<file path="src/rtl/bus_matrix_pkg.sv">
// Shared definitions for the bus_matrix interconnect: FSM encoding, slave-select
// field helpers, arbitration mode constants.
package bus_matrix_pkg;

    typedef enum logic [1:0] {
        StIdle   = 2'd0,
        StAccess = 2'd1,
        StResp   = 2'd2
    } bus_state_e;

    // Slave select is the top nibble of the address.
    localparam int unsigned SEL_W = 4;

    localparam int unsigned ARB_FIXED = 0;
    localparam int unsigned ARB_RR    = 1;

    localparam logic [63:0] ZERO_WORD = '0;

    function automatic int unsigned sel_msb(input int unsigned addr_w);
        return addr_w - 1;
    endfunction

    function automatic int unsigned sel_lsb(input int unsigned addr_w);
        return addr_w - SEL_W;
    endfunction

endpackage

</file>
<file path="src/rtl/bus_rr_arbiter.sv">
// Request arbiter: fixed priority (lowest index wins) or round-robin starting
// after the most recent winner.
module bus_rr_arbiter
    import bus_matrix_pkg::*;
#(
    parameter int unsigned NUM_M    = 2,
    parameter int unsigned ARB_MODE = ARB_RR,
    parameter int unsigned IDX_W    = (NUM_M > 1) ? $clog2(NUM_M) : 1
) (
    input  logic             clk,
    input  logic             rst,
    input  logic [NUM_M-1:0] req,
    input  logic             advance,
    output logic [NUM_M-1:0] gnt,
    output logic [IDX_W-1:0] idx
);

    logic [IDX_W-1:0] last_q;

    always_comb begin
        int unsigned cand;
        logic        found;
        gnt   = '0;
        idx   = '0;
        found = 1'b0;
        cand  = 0;
        for (int unsigned k = 0; k < NUM_M; k++) begin
            if (ARB_MODE == ARB_RR) begin
                cand = 32'(last_q) + 1 + k;
                if (cand >= NUM_M) begin
                    cand = cand - NUM_M;
                end
            end else begin
                cand = k;
            end
            if (!found && req[cand]) begin
                found     = 1'b1;
                gnt[cand] = 1'b1;
                idx       = cand[IDX_W-1:0];
            end
        end
    end

    // Reset to the last index so master 0 is first in round-robin order.
    always_ff @(posedge clk or negedge rst) begin
        if (!rst) begin
            last_q <= IDX_W'(NUM_M - 1);
        end else if (advance && (|req)) begin
            last_q <= idx;
        end
    end

endmodule

</file>
<file path="src/rtl/bus_matrix.sv">
// Shared-bus interconnect: one transaction at a time from NUM_M masters to
// NUM_S address-decoded slaves, with wait states, timeout and decode error.
module bus_matrix
    import bus_matrix_pkg::*;
#(
    parameter int unsigned NUM_M    = 2,
    parameter int unsigned NUM_S    = 4,
    parameter int unsigned ADDR_W   = 32,
    parameter int unsigned DATA_W   = 32,
    parameter int unsigned ARB_MODE = 1,
    parameter int unsigned TIMEOUT  = 16
) (
    input  logic                    clk,
    input  logic                    rst,
    input  logic [NUM_M-1:0]        m_req_i,
    input  logic [NUM_M-1:0]        m_we_i,
    input  logic [NUM_M*ADDR_W-1:0] m_addr_i,
    input  logic [NUM_M*DATA_W-1:0] m_wdata_i,
    output logic [NUM_M-1:0]        m_gnt_o,
    output logic [NUM_M-1:0]        m_rvalid_o,
    output logic                    m_err_o,
    output logic [DATA_W-1:0]       m_rdata_o,
    output logic [NUM_S-1:0]        s_req_o,
    output logic                    s_we_o,
    output logic [ADDR_W-1:0]       s_addr_o,
    output logic [DATA_W-1:0]       s_wdata_o,
    input  logic [NUM_S*DATA_W-1:0] s_rdata_i,
    input  logic [NUM_S-1:0]        s_ack_i,
    output logic                    bus_hold_flag_o
);

    localparam int unsigned IDX_W   = (NUM_M > 1) ? $clog2(NUM_M) : 1;
    localparam int unsigned CNT_W   = (TIMEOUT > 1) ? $clog2(TIMEOUT) : 1;
    localparam int unsigned SEL_MSB = sel_msb(ADDR_W);
    localparam int unsigned SEL_LSB = sel_lsb(ADDR_W);
    localparam logic [CNT_W-1:0] CNT_LAST = (TIMEOUT == 0) ? '0 : CNT_W'(TIMEOUT - 1);

    bus_state_e        state_q, state_d;
    logic [IDX_W-1:0]  gidx_q, gidx_d;
    logic              we_q, we_d;
    logic [ADDR_W-1:0] addr_q, addr_d;
    logic [DATA_W-1:0] wdata_q, wdata_d;
    logic [SEL_W-1:0]  sel_q, sel_d;
    logic [CNT_W-1:0]  cnt_q, cnt_d;
    logic [DATA_W-1:0] rdata_q, rdata_d;
    logic              err_q, err_d;
    logic [NUM_S-1:0]  sreq_q, sreq_d;
    logic [NUM_M-1:0]  rvalid_q, rvalid_d;

    logic [NUM_M-1:0]  arb_gnt;
    logic [IDX_W-1:0]  arb_idx;
    logic              win_we;
    logic [ADDR_W-1:0] win_addr;
    logic [DATA_W-1:0] win_wdata;
    logic [SEL_W-1:0]  win_sel;
    logic              ack_sel;
    logic [DATA_W-1:0] rdata_sel;

    bus_rr_arbiter #(
        .NUM_M   (NUM_M),
        .ARB_MODE(ARB_MODE),
        .IDX_W   (IDX_W)
    ) u_arb (
        .clk    (clk),
        .rst    (rst),
        .req    (m_req_i),
        .advance(state_q == StIdle),
        .gnt    (arb_gnt),
        .idx    (arb_idx)
    );

    always_comb begin
        win_we    = 1'b0;
        win_addr  = '0;
        win_wdata = '0;
        for (int unsigned k = 0; k < NUM_M; k++) begin
            if (arb_gnt[k]) begin
                win_we    = m_we_i[k];
                win_addr  = m_addr_i[k*ADDR_W +: ADDR_W];
                win_wdata = m_wdata_i[k*DATA_W +: DATA_W];
            end
        end
    end

    assign win_sel = win_addr[SEL_MSB:SEL_LSB];

    always_comb begin
        ack_sel   = 1'b0;
        rdata_sel = '0;
        for (int unsigned k = 0; k < NUM_S; k++) begin
            if (sel_q == SEL_W'(k)) begin
                ack_sel   = s_ack_i[k];
                rdata_sel = s_rdata_i[k*DATA_W +: DATA_W];
            end
        end
    end

    always_comb begin
        state_d  = state_q;
        gidx_d   = gidx_q;
        we_d     = we_q;
        addr_d   = addr_q;
        wdata_d  = wdata_q;
        sel_d    = sel_q;
        cnt_d    = cnt_q;
        rdata_d  = rdata_q;
        err_d    = err_q;
        sreq_d   = sreq_q;
        rvalid_d = '0;
        case (state_q)
            StIdle: begin
                if (|m_req_i) begin
                    gidx_d  = arb_idx;
                    we_d    = win_we;
                    addr_d  = win_addr;
                    wdata_d = win_wdata;
                    sel_d   = win_sel;
                    cnt_d   = '0;
                    if (32'(win_sel) < NUM_S) begin
                        state_d = StAccess;
                        for (int unsigned k = 0; k < NUM_S; k++) begin
                            sreq_d[k] = (win_sel == SEL_W'(k));
                        end
                    end else begin
                        state_d  = StResp;
                        err_d    = 1'b1;
                        rdata_d  = ZERO_WORD[DATA_W-1:0];
                        rvalid_d = arb_gnt;
                    end
                end
            end
            StAccess: begin
                if (ack_sel || ((TIMEOUT != 0) && (cnt_q == CNT_LAST))) begin
                    state_d = StResp;
                    sreq_d  = '0;
                    err_d   = !ack_sel;
                    rdata_d = (ack_sel && !we_q) ? rdata_sel : ZERO_WORD[DATA_W-1:0];
                    for (int unsigned k = 0; k < NUM_M; k++) begin
                        rvalid_d[k] = (gidx_q == IDX_W'(k));
                    end
                end else begin
                    cnt_d = cnt_q + 1'b1;
                end
            end
            StResp: begin
                state_d = StIdle;
            end
            default: begin
                state_d = StIdle;
            end
        endcase
    end

    always_ff @(posedge clk or negedge rst) begin
        if (!rst) begin
            state_q  <= StIdle;
            gidx_q   <= '0;
            we_q     <= 1'b0;
            addr_q   <= '0;
            wdata_q  <= '0;
            sel_q    <= '0;
            cnt_q    <= '0;
            rdata_q  <= '0;
            err_q    <= 1'b0;
            sreq_q   <= '0;
            rvalid_q <= '0;
        end else begin
            state_q  <= state_d;
            gidx_q   <= gidx_d;
            we_q     <= we_d;
            addr_q   <= addr_d;
            wdata_q  <= wdata_d;
            sel_q    <= sel_d;
            cnt_q    <= cnt_d;
            rdata_q  <= rdata_d;
            err_q    <= err_d;
            sreq_q   <= sreq_d;
            rvalid_q <= rvalid_d;
        end
    end

    // Combinational outputs are forced low while reset is asserted.
    assign m_gnt_o         = (rst && (state_q == StIdle)) ? arb_gnt : '0;
    assign bus_hold_flag_o = rst && (|(m_req_i & ~m_gnt_o));

    assign m_rvalid_o = rvalid_q;
    assign m_err_o    = err_q;
    assign m_rdata_o  = rdata_q;
    assign s_req_o    = sreq_q;
    assign s_we_o     = we_q;
    assign s_addr_o   = addr_q;
    assign s_wdata_o  = wdata_q;

endmodule

</file>
<file path="config.mk">
export PLATFORM = sky130hd
export DESIGN_NAME = bus_matrix
export DESIGN_NICKNAME = d
export VERILOG_FILES = /design/src/rtl/bus_matrix_pkg.sv /design/src/rtl/bus_rr_arbiter.sv /design/src/rtl/bus_matrix.sv
export SDC_FILE = /design/constraint.sdc
export NUM_CORES = 1
export LEC_CHECK = 0
export ABC_AREA = 0
export BUFFER_PORTS_ARGS = -buffer_cell sky130_fd_sc_hd__buf_4
export CORE_AREA = 2 2 145 147
export DETAILED_ROUTE_END_ITERATION = 12
export DIE_AREA = 0 0 147 149
export HOLD_SLACK_MARGIN = 0.15
export RECOVER_POWER = 50
export SLEW_MARGIN = 20
export SYNTH_ARGS = -nofsm -noshare
export SYNTH_HDL_FRONTEND = slang
export SYNTH_HIERARCHICAL = 1
export SYNTH_SLANG_ARGS = --single-unit
</file>
<file path="constraint.sdc">
create_clock -name clk -period 2.13 [get_ports clk]
set_input_delay 0.1065 -clock clk [delete_from_list [all_inputs] [get_ports clk]]
set_output_delay 0.1065 -clock clk [all_outputs]
set_load 0.005 [all_outputs]
</file>
==> reports/results.ini <==
[floorplan]
coreArea_sq_um = 20560
die_x_um = 147
row_count = 53
initial_core_util_pct = 28.87
io_pins = 373
die-area_sq_um = 21900
fp.dieH_um = 149

[logic_synthesis]
seq_area_frac_synth_pct = 47.24
synth_top_cell_by_area = dfrtp_1
ys.warnings.count = 6
ys.flop_type = dfrtp_1
ys_types = 46
synth_area_sq_um = 5936
async_flop_share_pct = 100.0
netlist_instances = 578
syn-num-nets = 845
synth_top_cell_area_share_pct = 46.80
synth_edf_count = 0
synthTopCellsByArea = dfrtp_1 47%, a221oi_1 8.7%, nor2_1 8.5%
avgSynthCellArea_sq_um = 10.27
ys_ff_latch = 112

[setup_path]
arrival_ns = 1.87
worstPathRequired_ns = 2.02
startpoint_type = input pin
crit_type = input pin to primary output
critical_path.max_fanout = 35
end_kind = primary output

[timing]
hold_viol = 0
worst_slack_ns = 0.1488
setup_tns_ns = 0
relSlewSlack_pct = 38.65
rsz0062_at_grt = no
period_minus_slack_ns = 1.981
finalSetupViolCount = 0
worstMarginPinSlew_ns = 0.9202
skew_ns = 0.008524
drv_slew = 0
post-route-period-util_pct = 93.01
fmax_mhz = 504.8

[placement]
pre_cts_slack_ns = 0.1583
place_area_sq_um = 9092
hpwl_um = 17540
io_buffers = 372
gp_congestion = 0.8014

[outcome]
status = finished clean

[route]
num_vias = 6724
post-route-drc-count = 0
drtIter0Drc = 225
wl_um = 25360
post_drt_via_cell_ratio = 4.948
wl_per_cell_um = 18.66
detail_route.first_pass.iterations = 5
ant_nets = 0

[clocking]
cts.sinks = 112
cts_made_buffers = 9
cts.clk_slew.worst_paths_ns = 0.08
cts_root_buf = clkbuf_16
cts-htree-levels = 3
cts_tree = done
insertion_delay_ns = 0.35
clockBufferDepth = 2

[min_path]
min_path_type = input pin to flop

[grt]
grt_pass1_wl_um = 37230
grt_max_degree = 70
grt_pass1_vias = 6740
antenna_found_initial = 1
grt.overflow.total = 0
grt.total_usage_pct = 21.80

[power_and_ir_drop]
power.leakage_uw = 0.004881
p_per_area_nw_per_um2 = 1077
vdd_drop_max_mv = 0.5375

[cells_and_area]
layout-drive-gt1-share_pct = 40.90
fillerInstances = 1880
nNetsFinal = 1345
syn_to_final_growth_pct = 80.57
design_area_sq_um = 10720

[run]
cap_violations = 0

[kinds of logic (layout without fill, tap and decap cells)]
family / Yosys count / in the layout / share of synthesized area [%]
fa+ha+maj: 1 / 1 / 0.2108
buf+inv: 61 / 565 / 4.848
compound gates: 165 / 166 / 23.88
other cells: 0 / 1 / 0
simple gates: 181 / 181 / 12.73
mux: 58 / 58 / 11.09
flops: 112 / 112 / 47.24
[power breakdown]
part | internal, uW | switching (uW)
Clock | 923 | 824
Sequential | 3110 | 575
Combinational | 2970 | 3150
Total | 7000 | 4540
[final cells by class]
class / count / area [sq um] / share of cell area [%]
clock buffers: 10 / 229.0 / 2.136
inverters: 6 / 22.52 / 0.2101
diodes: 1 / 2.502 / 0.02335
well taps: 275 / 344.1 / 3.210
repair buffers: 543 / 4347 / 40.56
clock inverters: 6 / 70.07 / 0.6537
flip-flops and latches: 112 / 2805 / 26.17
multi-input cells: 406 / 2898 / 27.04
[worst max-delay path: stages]
cell           delay (ns)
dlygate4sd3_1        0.53
buf_4                0.16
a21boi_4             0.28
buf_12               0.24
and3_1               0.20
o22a_1               0.15
nor2b_1              0.05
buf_4                0.14
[registers in the layout (all words and copies together), names as in the netlist, 2 cells and up]
register,count
cnt_q,4
m_rdata_o,32
m_rvalid_o,2
s_addr_o,32
s_req_o,4
s_wdata_o,32
state_q,2
[synth_stat cells (2+ instances only)]
cell type and instances:
nor2_1 135, dfrtp_1 111, a221oi_1 59, mux2_2 40, o22ai_1 32, clkbuf_1 30, buf_2 17, or3_1 14
a32o_1 13, nand2_1 13, mux2i_1 12, o21ai_1 12, o2bb2ai_2 10, o2bb2ai_1 9, a21oi_1 5, a22oi_1 5
inv_1 5, nor3_1 5, buf_6 4, mux2_4 4, nand3_1 4, and3_1 3, nor2b_1 3, o211ai_1 3
a21boi_0 2, a21boi_1 2, a22o_1 2, buf_1 2, buf_4 2, mux2i_2 2, nand2b_1 2, o31ai_1 2
[cell usage in the layout, fill, tap and decap left out, drive strengths merged]
cell type / n
a21boi: 4
or3b: 1
dlygate4sd3: 143
and3: 3
o22a: 1
nand2: 13
clkbuf: 116
dfstp: 1
a2bb2o: 1
nor3: 5
o2bb2ai: 19
o221a: 1
or3: 14
o22ai: 34
a22oi: 6
nor2b: 3
diode: 1
buf: 294
mux2i: 14
o21ai: 14
o221ai: 1
nand3: 4
o211ai: 3
a221oi: 59
a31oi: 1
clkinv: 2
inv: 7
ha: 1
a21oi: 5
bufinv: 1
nand2b: 2
clkinvlp: 2
a22o: 2
dfrtp: 111
a32o: 13
o31ai: 2
nor2: 135
mux2: 44
nand4: 1
[metal layers]
layer,vias up,share of wire (%),global-route usage [%]
met1,3186,38,25.33
li1,3170,-,-
met3,47,8.3,5.719
met4,0,4.0,10.14
met5,-,0,0
met2,321,50,37.79
[repair_timing]
action,in CTS,in global routing
setup endpoints to repair,0,8
buffers inserted,0,3
hold buffers,143,0
resized for setup,0,1
hold endpoints to repair,189,0
[stage by stage]
| stage | cells | utilization, % | total power (uW) | hold slack (ns) |
|---|---|---|---|---|
| 3_5_place_dp | 1194 | 44.23 | 9902 | -0.06859 |
| 4_1_cts | 1353 | 52.65 | 11910 | 0.1543 |
| 2_1_floorplan | 578 | - | 6917 | -0.1891 |
| 3_3_place_gp | 1194 | 44.23 | 9818 | -0.06489 |
| 5_1_grt | 1359 | 52.14 | 12380 | 0.1612 |
| 6_report | 1359 | 52.14 | 11540 | 0.1660 |
[worst paths after layout]
| path | startpoint | to | slack (ns) | depth (start not counted) |
|---|---|---|---|---|
| max | m_req_i[1] | bus_hold_flag_o | 0.15 | 8 |
| min | m_addr_i[29] | s_addr_o[29] | 0.17 | 3 |
| max reg2reg | s_addr_o[31] | m_rdata_o[10] | 0.15 | 5 |
| min reg2reg | m_rdata_o[10] | m_rdata_o[10] | 0.49 | 1 |
| max in group asynchronous | rst | s_addr_o[28] | 0.67 | 3 |
| min in group asynchronous | rst | u_arb/last_q | 0.49 | 2 |
No activity file was read; power rests on OpenSTA's default activity.
